`src/rtl/router_out_demux.sv`:
```
// router_out_demux: buffers wormhole flits in a small FIFO, latches the route
// decision when a head flit reaches the FIFO head, and steers the rest of the
// packet to the LOCAL, XDIR or YDIR output port until the tail leaves.
module router_out_demux #(
    parameter int FLIT_W = 32,
    parameter int DEPTH  = 4
) (
    input  logic              clk,
    input  logic              rst,
    input  logic              in_valid,
    output logic              in_ready,
    input  logic [FLIT_W-1:0] in_flit,
    input  logic              in_head,
    input  logic              in_tail,
    input  logic              to_demux,
    input  logic              dx,
    input  logic              dy,
    output logic [FLIT_W-1:0] out_flit,
    output logic              out_tail,
    output logic              out_local_valid,
    input  logic              out_local_ready,
    output logic              out_x_valid,
    input  logic              out_x_ready,
    output logic              out_y_valid,
    input  logic              out_y_ready,
    output logic              busy,
    output logic              err_drop
);

    localparam int PTR_W = $clog2(DEPTH);
    localparam int CNT_W = PTR_W + 1;
    localparam logic [CNT_W-1:0] FULL_COUNT = CNT_W'(DEPTH);

    typedef enum logic {
        IDLE,
        LOCKED
    } state_t;

    typedef enum logic [1:0] {
        SEL_NONE,
        SEL_LOCAL,
        SEL_X,
        SEL_Y
    } sel_t;

    // Each entry holds {head, tail, payload}.
    logic [FLIT_W+1:0] mem [DEPTH];
    logic [PTR_W-1:0]  wr_ptr;
    logic [PTR_W-1:0]  rd_ptr;
    logic [CNT_W-1:0]  count;
    state_t            state;
    sel_t              sel;

    logic not_empty;
    logic head_is_head;
    logic sel_ready;
    logic push;
    logic pop;

    // dy only matters to the later hop; when dx=0 the Y port is chosen
    // regardless, so it is carried here without affecting steering.
    logic route_unused;
    assign route_unused = dy;

    assign not_empty    = (count != '0);
    assign head_is_head = mem[rd_ptr][FLIT_W+1];
    assign in_ready     = !rst && (count < FULL_COUNT);
    assign push         = in_valid && in_ready;

    // Ready of whichever port the current packet is locked to.
    always_comb begin
        sel_ready = 1'b0;
        case (sel)
            SEL_LOCAL: sel_ready = out_local_ready;
            SEL_X:     sel_ready = out_x_ready;
            SEL_Y:     sel_ready = out_y_ready;
            default:   sel_ready = 1'b0;
        endcase
    end

    // A stray body flit in IDLE is discarded; in LOCKED the selected port drains.
    assign pop = not_empty &&
                 (((state == IDLE) && !head_is_head) ||
                  ((state == LOCKED) && sel_ready));

    // FIFO storage is not reset; stale contents are never visible once count is 0.
    always_ff @(posedge clk) begin
        if (push) begin
            mem[wr_ptr] <= {in_head, in_tail, in_flit};
        end
    end

    // FIFO pointers and occupancy; pointers wrap naturally as DEPTH is a power of two.
    always_ff @(posedge clk) begin
        if (rst) begin
            wr_ptr <= '0;
            rd_ptr <= '0;
            count  <= '0;
        end else begin
            if (push) begin
                wr_ptr <= wr_ptr + 1'b1;
            end
            if (pop) begin
                rd_ptr <= rd_ptr + 1'b1;
            end
            case ({push, pop})
                2'b10:   count <= count + 1'b1;
                2'b01:   count <= count - 1'b1;
                default: count <= count;
            endcase
        end
    end

    // Route decision is taken in IDLE while a head waits; the port stays
    // locked until the tail entry is popped.
    always_ff @(posedge clk) begin
        if (rst) begin
            state <= IDLE;
            sel   <= SEL_NONE;
        end else begin
            case (state)
                IDLE: begin
                    if (not_empty && head_is_head) begin
                        state <= LOCKED;
                        sel   <= !to_demux ? SEL_LOCAL : (dx ? SEL_X : SEL_Y);
                    end
                end
                LOCKED: begin
                    if (pop && out_tail) begin
                        state <= IDLE;
                        sel   <= SEL_NONE;
                    end
                end
                default: begin
                    state <= IDLE;
                    sel   <= SEL_NONE;
                end
            endcase
        end
    end

    // Outputs are pure decodes of registered state, so they hold until accepted.
    assign out_flit        = mem[rd_ptr][FLIT_W-1:0];
    assign out_tail        = mem[rd_ptr][FLIT_W];
    assign out_local_valid = (state == LOCKED) && not_empty && (sel == SEL_LOCAL);
    assign out_x_valid     = (state == LOCKED) && not_empty && (sel == SEL_X);
    assign out_y_valid     = (state == LOCKED) && not_empty && (sel == SEL_Y);
    assign busy            = (state == LOCKED);
    assign err_drop        = (state == IDLE) && not_empty && !head_is_head;

endmodule
```
`config.mk`:
```
export PLATFORM = sky130hd
export DESIGN_NAME = router_out_demux
export DESIGN_NICKNAME = d
export VERILOG_FILES = /design/src/rtl/router_out_demux.sv
export SDC_FILE = /design/constraint.sdc
export NUM_CORES = 1
export LEC_CHECK = 0
export CORE_MARGIN = 2
export CORE_UTILIZATION = 50
export CTS_BUF_LIST = sky130_fd_sc_hd__clkbuf_8
export DETAILED_ROUTE_END_ITERATION = 7
export GPL_ROUTABILITY_DRIVEN = 0
export HOLD_SLACK_MARGIN = 0.12
export PLACE_DENSITY = 0.76
export SLEW_MARGIN = 20
export SYNTH_ARGS = -nofsm -noshare
export SYNTH_HDL_FRONTEND = slang
export SYNTH_SLANG_ARGS = --single-unit
```
`constraint.sdc`:
```
create_clock -name clk -period 6.15 [get_ports clk]
set_input_delay 1.845 -clock clk [delete_from_list [all_inputs] [get_ports clk]]
set_output_delay 1.845 -clock clk [all_outputs]
set_load 0.1 [all_outputs]
```
Yosys cells after proc, flatten, opt, wreduce, memory -nomap -nowiden
Memories as Yosys holds them, arrays and structs flattened. A register that Yosys moved wholly into a read port is not among the register bits.
Index checks and enable logic that the tools add are counted.
{"block": "totals", "inputBits": 43, "elab_cells": 52, "ramBits": 136, "out_inout_bits": 39, "mem_count": 1, "regBits": 10}
{"name": "mem", "words": 4, "word_bits": 34, "rd": 1, "rd_clocked_by_memory_dff": 1, "wr": 1, "line": "47", "text": "logic [FLIT_W+1:0] mem [DEPTH];"}
{"block": "op_classes", "eq_ne": 7, "n_bitwise": 1, "order_cmp": 1, "reduce_logical": 19, "n_addsub": 4, "n_mux": 14}
{"op": "logical AND 1 bit", "n": 13}
{"op": "two-way mux 2 bit", "n": 5}
{"op": "== test 2 bit (second input constant)", "n": 3}
{"op": "one-hot mux 3 bit (2 select lines)", "n": 1}
{"op": "two-way mux 1 bit", "n": 5}
{"op": "adder 2 x 1 -> 2 bit (second input constant)", "n": 2}
{"op": "== test 2 x 1 -> 1 bit (second input constant)", "n": 2}
{"op": "one-hot mux 2 bit (2 select lines)", "n": 1}
{"op": "adder 3 x 1 -> 3 bit (second input constant)", "n": 1}
{"op": "< comparator 3 bit (second input constant)", "n": 1}
{"op": "one-hot mux 1 bit (3 select lines)", "n": 1}
{"op": "nonzero test 3 bit", "n": 1}
{"op": "subtractor 3 x 1 -> 3 bit (second input constant)", "n": 1}
{"op": "zero test 1 bit", "n": 2}
{"op": "inequality test 2 x 1 -> 1 bit (second input constant)", "n": 1}
{"op": "inequality test 2 bit (second input constant)", "n": 1}
{"op": "one-hot mux 1 bit (2 select lines)", "n": 1}
{"op": "AND reduction 2 bit", "n": 1}
{"op": "nonzero test 2 bit", "n": 1}
{"op": "logical OR 1 bit", "n": 1}
{"op": "inverter 1 bit", "n": 1}

Logic depth before layout (Yosys ltp)
Gate-level depths: netlist of run 1.
{"block": "logic_depth", "word_depth": 8, "ltp_mapped": 10, "depth_no_buf": 9}

Worst setup path after synthesis of run 1
No wires, ideal clock.
{"block": "synth_path", "path_type": "input-to-output", "from": "input port rst", "to": "output port in_ready", "required_time_ps": 4305, "path_buffers": 0, "arrival_ps": 3194, "cell_stages": 1, "path_slack_ps": 1111, "path_cell_list": "nor2_1"}
{"block": "synth_between", "elab_chain_len": 2}
{"element": "start: declaration", "line": "9", "text": "input logic rst,"}
{"element": "zero test 1 bit", "line": "67", "text": "assign in_ready = !rst && (count < FULL_COUNT);"}
{"element": "logical AND 1 bit", "line": "67"}
{"element": "end: declaration", "line": "11", "text": "output logic in_ready,"}
No other way between the ends.

Worst setup path in the final report of run 1
Same ends and word-level chain as after synthesis.

==> reports/metrics.cfg, run 1 <==
[finish]
mostFrequentLayoutCell = edfxtp_1
finalCoreUtilization_pct = 64.2
drive_gt1_share_pct = 23.1
final_cell_mix = 136 x edfxtp_1, 79 x clkdlybuf4s50_1, 34 x mux4_2
fin_area_mm2 = 0.00696
num_antenna_cells = 0
nets = 395
finalNonFillerCells = 499
area_delta_synth_final_pct = 25.2

[worst_hold_path]
hold_start = count[2]
holdPathEnd = count[2]
hold_class = reg2reg
whs_path_depth = 2

[synthesis]
avgSynthCellArea_um2 = 22.0
syn-instance-count = 253
ys_warn_count = 0
netlist_area_mm2 = 0.00556
ys_seq_area_share_pct = 77.8
synth_cell_types = 31
ys_seq_elements = 148
netlist.area_leader.share_pct = 73.4
synth_area_leaders = edfxtp_1 73%, mux4_2 14%, dfxtp_1 4.3%, ha_1 1.1%, mux2_2 0.81%
yosys.area.top_type = edfxtp_1
synth_nets = 302

[floorplanning]
rows = 38
die_area_mm2 = 0.0120
start_util_pct = 51.3
io_pins = 82
die_height_um = 109
die_width_um = 109
core-area_mm2 = 0.0108

[placed_design]
dp_hpwl_um = 5300
place_ws_ns = 1.32
placed_cell_area_mm2 = 0.00652
dpl.cell_count = 467
numPortBuffers = 80

[global_route]
grt_pass1_wl_um = 14300
grt_max_degree = 35
grt_overflow = 0
track_usage_pct = 17.0
antenna_found_initial = 0
grt_pass1_vias = 2805

[drt]
routed_wl_um = 9110
route.detailed.drc = 0
highest_layer = met4
routed_via_density = 5.33
ant_nets = 0
wl_met1_um = 3920
drtIter0Drc = 124
dr.pass1.iters = 4
via_count = 2661
met2_length_um = 4610
wire_per_inst_um = 18.3
wl_met3_um = 429

[timing]
hold_viol = 0
worst_hold_slack_ns = 0.531
maxSlewHeadroom_pct = 32.3
drv_slew = 0
final.setup.worst_slack_ns = 1.31
period_needed_ns = 4.84
rsz0062_at_grt = no
fmax_mhz = 207
finClkSkew_ns = 0.0117
worst_slew_pin_slew_ns = 1.01
tns_ns = 0
finalSetupViolCount = 0
fin_crit_sh_pct = 78.7

[status]
outcome = finished, final reports clean

[power_and_ir_drop]
power.leakage_nw = 2.23
power_density_mw_per_mm2 = 445
total_power_mw = 3.10
irDropWorstVdd_mv = 0.241

[setup_path]
critPathLaunchType = input pin
required_ns = 4.30
crit_type = in2out
worstReg2RegEnd = count[2]
r2r_cells = 9
cp_max_fo = 13
arrival_ns = 2.99
r2r_setup_slack_ns = 3.43
crit_path_end_kind = output pin

[cts]
cts-root-buf = clkbuf_8
clkLatencyLatePin_ns = 0.43
post_cts_buffers = 0
path_clk_slew_ns = 0.07
hold_buffers = 0
clockBufferDepth = 2
cts_sinks = 148
cts_made_buffers = 17
cts.htree.levels = 4
tritoncts = done
ctsResizeCount = 0

[job]
cap_violations = 0

area by class of cell:
class                   count  area, um^2
clock buffers              17         234
inverters                   8        30.0
fillers                   782        3880
multi-input cells          88        1170
flip-flops and latches    148        4330
clock inverters            15         206
repair buffers             83         821
well taps                 140         175
synthesized netlist by cell type:
cell type,n
and2_1,1
xor2_1,2
o21ai_0,1
xnor2_1,1
inv_1,8
a22o_1,1
a31oi_1,1
a211oi_1,1
a21oi_1,3
a31o_2,2
mux2_2,4
fa_1,1
a21o_2,1
o31ai_1,1
buf_2,3
nand3_1,1
nor2_1,10
or3_1,2
nor2b_1,3
a2111oi_2,1
buf_6,1
nor3b_1,1
clkbuf_1,5
dfxtp_1,12
edfxtp_1,136
mux4_2,34
and3_1,6
a221oi_1,1
ha_1,5
nand2_1,2
nor3_1,2
power by group:
part	internal (mW)	total, mW	switching, mW	leakage (nW)
Sequential	1.17	1.21	0.0346	1.33
Clock	0.445	0.807	0.362	0.210
Combinational	0.316	1.09	0.769	0.689
worst max path at each step:
stage	cells after the start	slack, ns	end	startpoint
floorplan	1	1.11	in_ready	rst
global placement	4	1.31	in_ready	rst
detailed placement	4	1.32	in_ready	rst
CTS	3	1.26	out_flit[14]	flip-flop
global route	3	1.19	out_flit[14]	flip-flop
finish	4	1.31	in_ready	rst
routing by layer:
metal / global-route usage [%] / vias up
met5: 0 / -
met4: 7.69 / 0
met3: 4.74 / 14
met2: 28.7 / 71
met1: 20.4 / 1342
li1: - / 1234
logic make-up (layout without fill, tap and decap cells):
group,Yosys count,after routing,share of synthesized area [%]
AOI/OAI and AO/OA,13,13,1.80
xor gates and xnor gates,3,3,0.473
adders and majority gates,6,6,1.48
buffers and inverters,17,123,1.35
DFF,148,148,77.8
muxes,38,38,14.6
and+or+nand+nor,28,28,2.56
critical path, stage by stage:
cell and delay, ns:
clkdlybuf4s50_1 0.40, buf_4 0.18, nor2_1 0.21, buf_4 0.34
state kept, by name, summed over array words and instances, names as in the netlist, named ones only:
signal  flops
wr_ptr      2
count       3
mem       136
rd_ptr      2
busy        1
sel         2
Note: power is estimated with default switching activity, not from simulation.
==> run 2, diff against run 1 <==
--- a/config.mk
+++ b/config.mk
@@ -11,7 +11,7 @@
 export DETAILED_ROUTE_END_ITERATION = 7
 export GPL_ROUTABILITY_DRIVEN = 0
 export HOLD_SLACK_MARGIN = 0.12
-export PLACE_DENSITY = 0.76
+export PLACE_DENSITY = 0.79
 export SLEW_MARGIN = 20
 export SYNTH_ARGS = -nofsm -noshare
 export SYNTH_HDL_FRONTEND = slang
==> constraint.sdc (replaced) <==
create_clock -name clk -period 4.1 [get_ports clk]
set_input_delay 1.23 -clock clk [delete_from_list [all_inputs] [get_ports clk]]
set_output_delay 1.23 -clock clk [all_outputs]
set_load 0.1 [all_outputs]
==> reports/metrics.cfg, run 2 (synthesis results as in run 1) <==
[status]
outcome = finished, final reports clean

[global_route]
antenna_found_initial = 0  ; unchanged
grt_max_degree = 23  ; -34%
track_usage_pct = 17.2  ; +0.22 points
grt_pass1_vias = 2780  ; -0.89%
grt_overflow = 0  ; unchanged
grt_pass1_wl_um = 14500  ; +1.3%

[timing]
fin_crit_sh_pct = 86.8
finClkSkew_ns = 0.00997  ; -0.00171 ns
tns_ns = 0  ; unchanged
hold_viol = 0  ; unchanged
finalSetupViolCount = 0  ; unchanged
worst_slew_pin_slew_ns = 0.963  ; -0.0484 ns
maxSlewHeadroom_pct = 35.6  ; +3.2 points
worst_hold_slack_ns = 0.521  ; -0.0100 ns
rsz0062_at_grt = no
final.setup.worst_slack_ns = 0.543  ; -0.770 ns
fmax_mhz = 281
period_needed_ns = 3.56
drv_slew = 0  ; unchanged

[power_and_ir_drop]
power_frac_seq_pct = 40.4  ; +1.5 points
power.leakage_nw = 2.34  ; +4.6%
irDropWorstVdd_mv = 0.362  ; +50%
p_sw_share_pct = 37.7  ; +0.076 points
comb_power_share_pct = 35.2  ; +0.2 points
switching_power_mw = 1.72  ; +48%
clkPwrFrac_pct = 24.5  ; -1.5 points
p_int_mw = 2.84  ; +47%
power_density_mw_per_mm2 = 657  ; +48%

[finish]
largest_reg_flops = 136  ; unchanged
top_regs = mem x136, count x3
finalNonFillerCells = 505  ; +1.2%
finalCoreUtilization_pct = 64.1  ; -0.15 points
regMostFlops = mem
nFillCells = 769  ; -1.7%
drive_gt1_share_pct = 33.7  ; +11 points
nets = 401  ; +1.5%
area_delta_synth_final_pct = 24.9
num_antenna_cells = 0  ; unchanged
mostFrequentLayoutCell = edfxtp_1
area.sequential_mm2 = 0.00433  ; unchanged
final_cell_mix = 136 x edfxtp_1, 42 x clkdlybuf4s50_1, 42 x buf_4
multiInputGateArea_mm2 = 0.00117  ; +0.43%

[cts]
tritoncts = done
cts-root-buf = clkbuf_8
cts_sinks = 148  ; unchanged
cts_made_buffers = 17  ; unchanged
clkLatencyLatePin_ns = 0.42  ; about the same
post_cts_buffers = 0  ; unchanged
clockBufferDepth = 2  ; unchanged
hold_buffers = 0  ; unchanged
path_clk_slew_ns = 0.07  ; about the same
cts.htree.levels = 4  ; unchanged
ctsResizeCount = 0  ; unchanged

[placed_design]
dpl.cell_count = 473  ; +1.3%
numPortBuffers = 80  ; unchanged
dp_hpwl_um = 6060  ; +14%
place_ws_ns = 0.563  ; -0.754 ns

[drt]
routed_wl_um = 9420  ; +3.4%
highest_layer = met4
dr.pass1.iters = 5  ; +1
ant_nets = 0  ; unchanged
wire_per_inst_um = 18.7  ; +2.2%
via_count = 2730  ; +2.6%
met2_length_um = 4820  ; +4.5%
wl_met3_um = 508  ; +18%
drtIter0Drc = 126  ; +1.6%
routed_via_density = 5.41  ; +1.4%
wl_met1_um = 3940  ; +0.48%
route.detailed.drc = 0  ; unchanged

[setup_path]
timing.critical_path.buf_inv = 2  ; -1
cp_slowest_cell = nor2_1
required_ns = 2.87  ; -1.43 ns
critPathLaunch = rst
arrival_ns = 2.33  ; -0.66 ns
crit_type = in2out
crit_path_end_kind = output pin
path_delay_family = buffers and inverters
path_cells = clkdlybuf4s50_1, nor2_1, buf_12
cp_max_fo = 6  ; -7
critPathLaunchType = input pin
r2r_setup_slack_ns = 1.11  ; -2.32 ns
max_stage_delay_ns = 0.43  ; +0.03 ns

[floorplanning]
start_util_pct = 51.3  ; unchanged
die_width_um = 109  ; unchanged
rows = 38  ; unchanged
die_area_mm2 = 0.0120  ; unchanged
io_pins = 82  ; unchanged
die_height_um = 109  ; unchanged
core-area_mm2 = 0.0108  ; unchanged

[job]
cap_violations = 0  ; unchanged

[worst_hold_path]
hold_class = reg2reg
hold_start = count[2]

[run 2: tightest hold or removal path: stages, from the launching register on]
cell and delay (ns):
dfxtp_1 0.34, o21ai_0 0.08, a21oi_1 0.06
[run 2: final timing paths]
check / endpoint / cells past startpoint
setup / recovery: in_ready / 3
hold / removal: count[2] / 2
setup reg to reg: count[2] / 9
hold reg to reg: count[2] / 2
[run 2: area by class of cell]
type | count | area share [%]
Clock buffer | 19 | 3.77
Clock inverter | 13 | 2.05
Inverter | 8 | 0.432
Multi-Input combinational cell | 88 | 16.9
Sequential cell | 148 | 62.3
Tap cell | 140 | 2.52
Timing Repair Buffer | 89 | 12.0
[run 2: metrics by stage]
stage                     power (mW)  cell area [um^2]
after floorplan                 3.14              5570
after global placement          3.47              6540
after detailed placement        3.49              6540
after CTS                       4.61              6940
after global routing            4.75              6940
final                           4.56              6940
[run 2: routing by layer]
layer  up-vias  track usage, %
met5         -               0
met4         0            7.41
met3        10            5.10
met2        81            27.9
met1      1396            21.7
li1       1243               -
[run 2: power groups by stage]
| stage | registers (mW) | clock network, mW | logic [mW] |
|---|---|---|---|
| 2_1_floorplan | 1.86 | 0 | 1.28 |
| 3_5_place_dp | 1.88 | 0 | 1.61 |
| 5_1_grt | 1.86 | 1.22 | 1.68 |
| 6_report | 1.84 | 1.12 | 1.60 |
| 3_3_place_gp | 1.87 | 0 | 1.60 |
| 4_1_cts | 1.85 | 1.15 | 1.62 |
==> run 3, diff against run 2 <==
--- a/config.mk
+++ b/config.mk
@@ -16,3 +16,4 @@
 export SYNTH_ARGS = -nofsm -noshare
 export SYNTH_HDL_FRONTEND = slang
 export SYNTH_SLANG_ARGS = --single-unit
+export TNS_END_PERCENT = 10
==> results of run 3 <==
No change in the layout: final DEF, timing and power equal those of run 2.
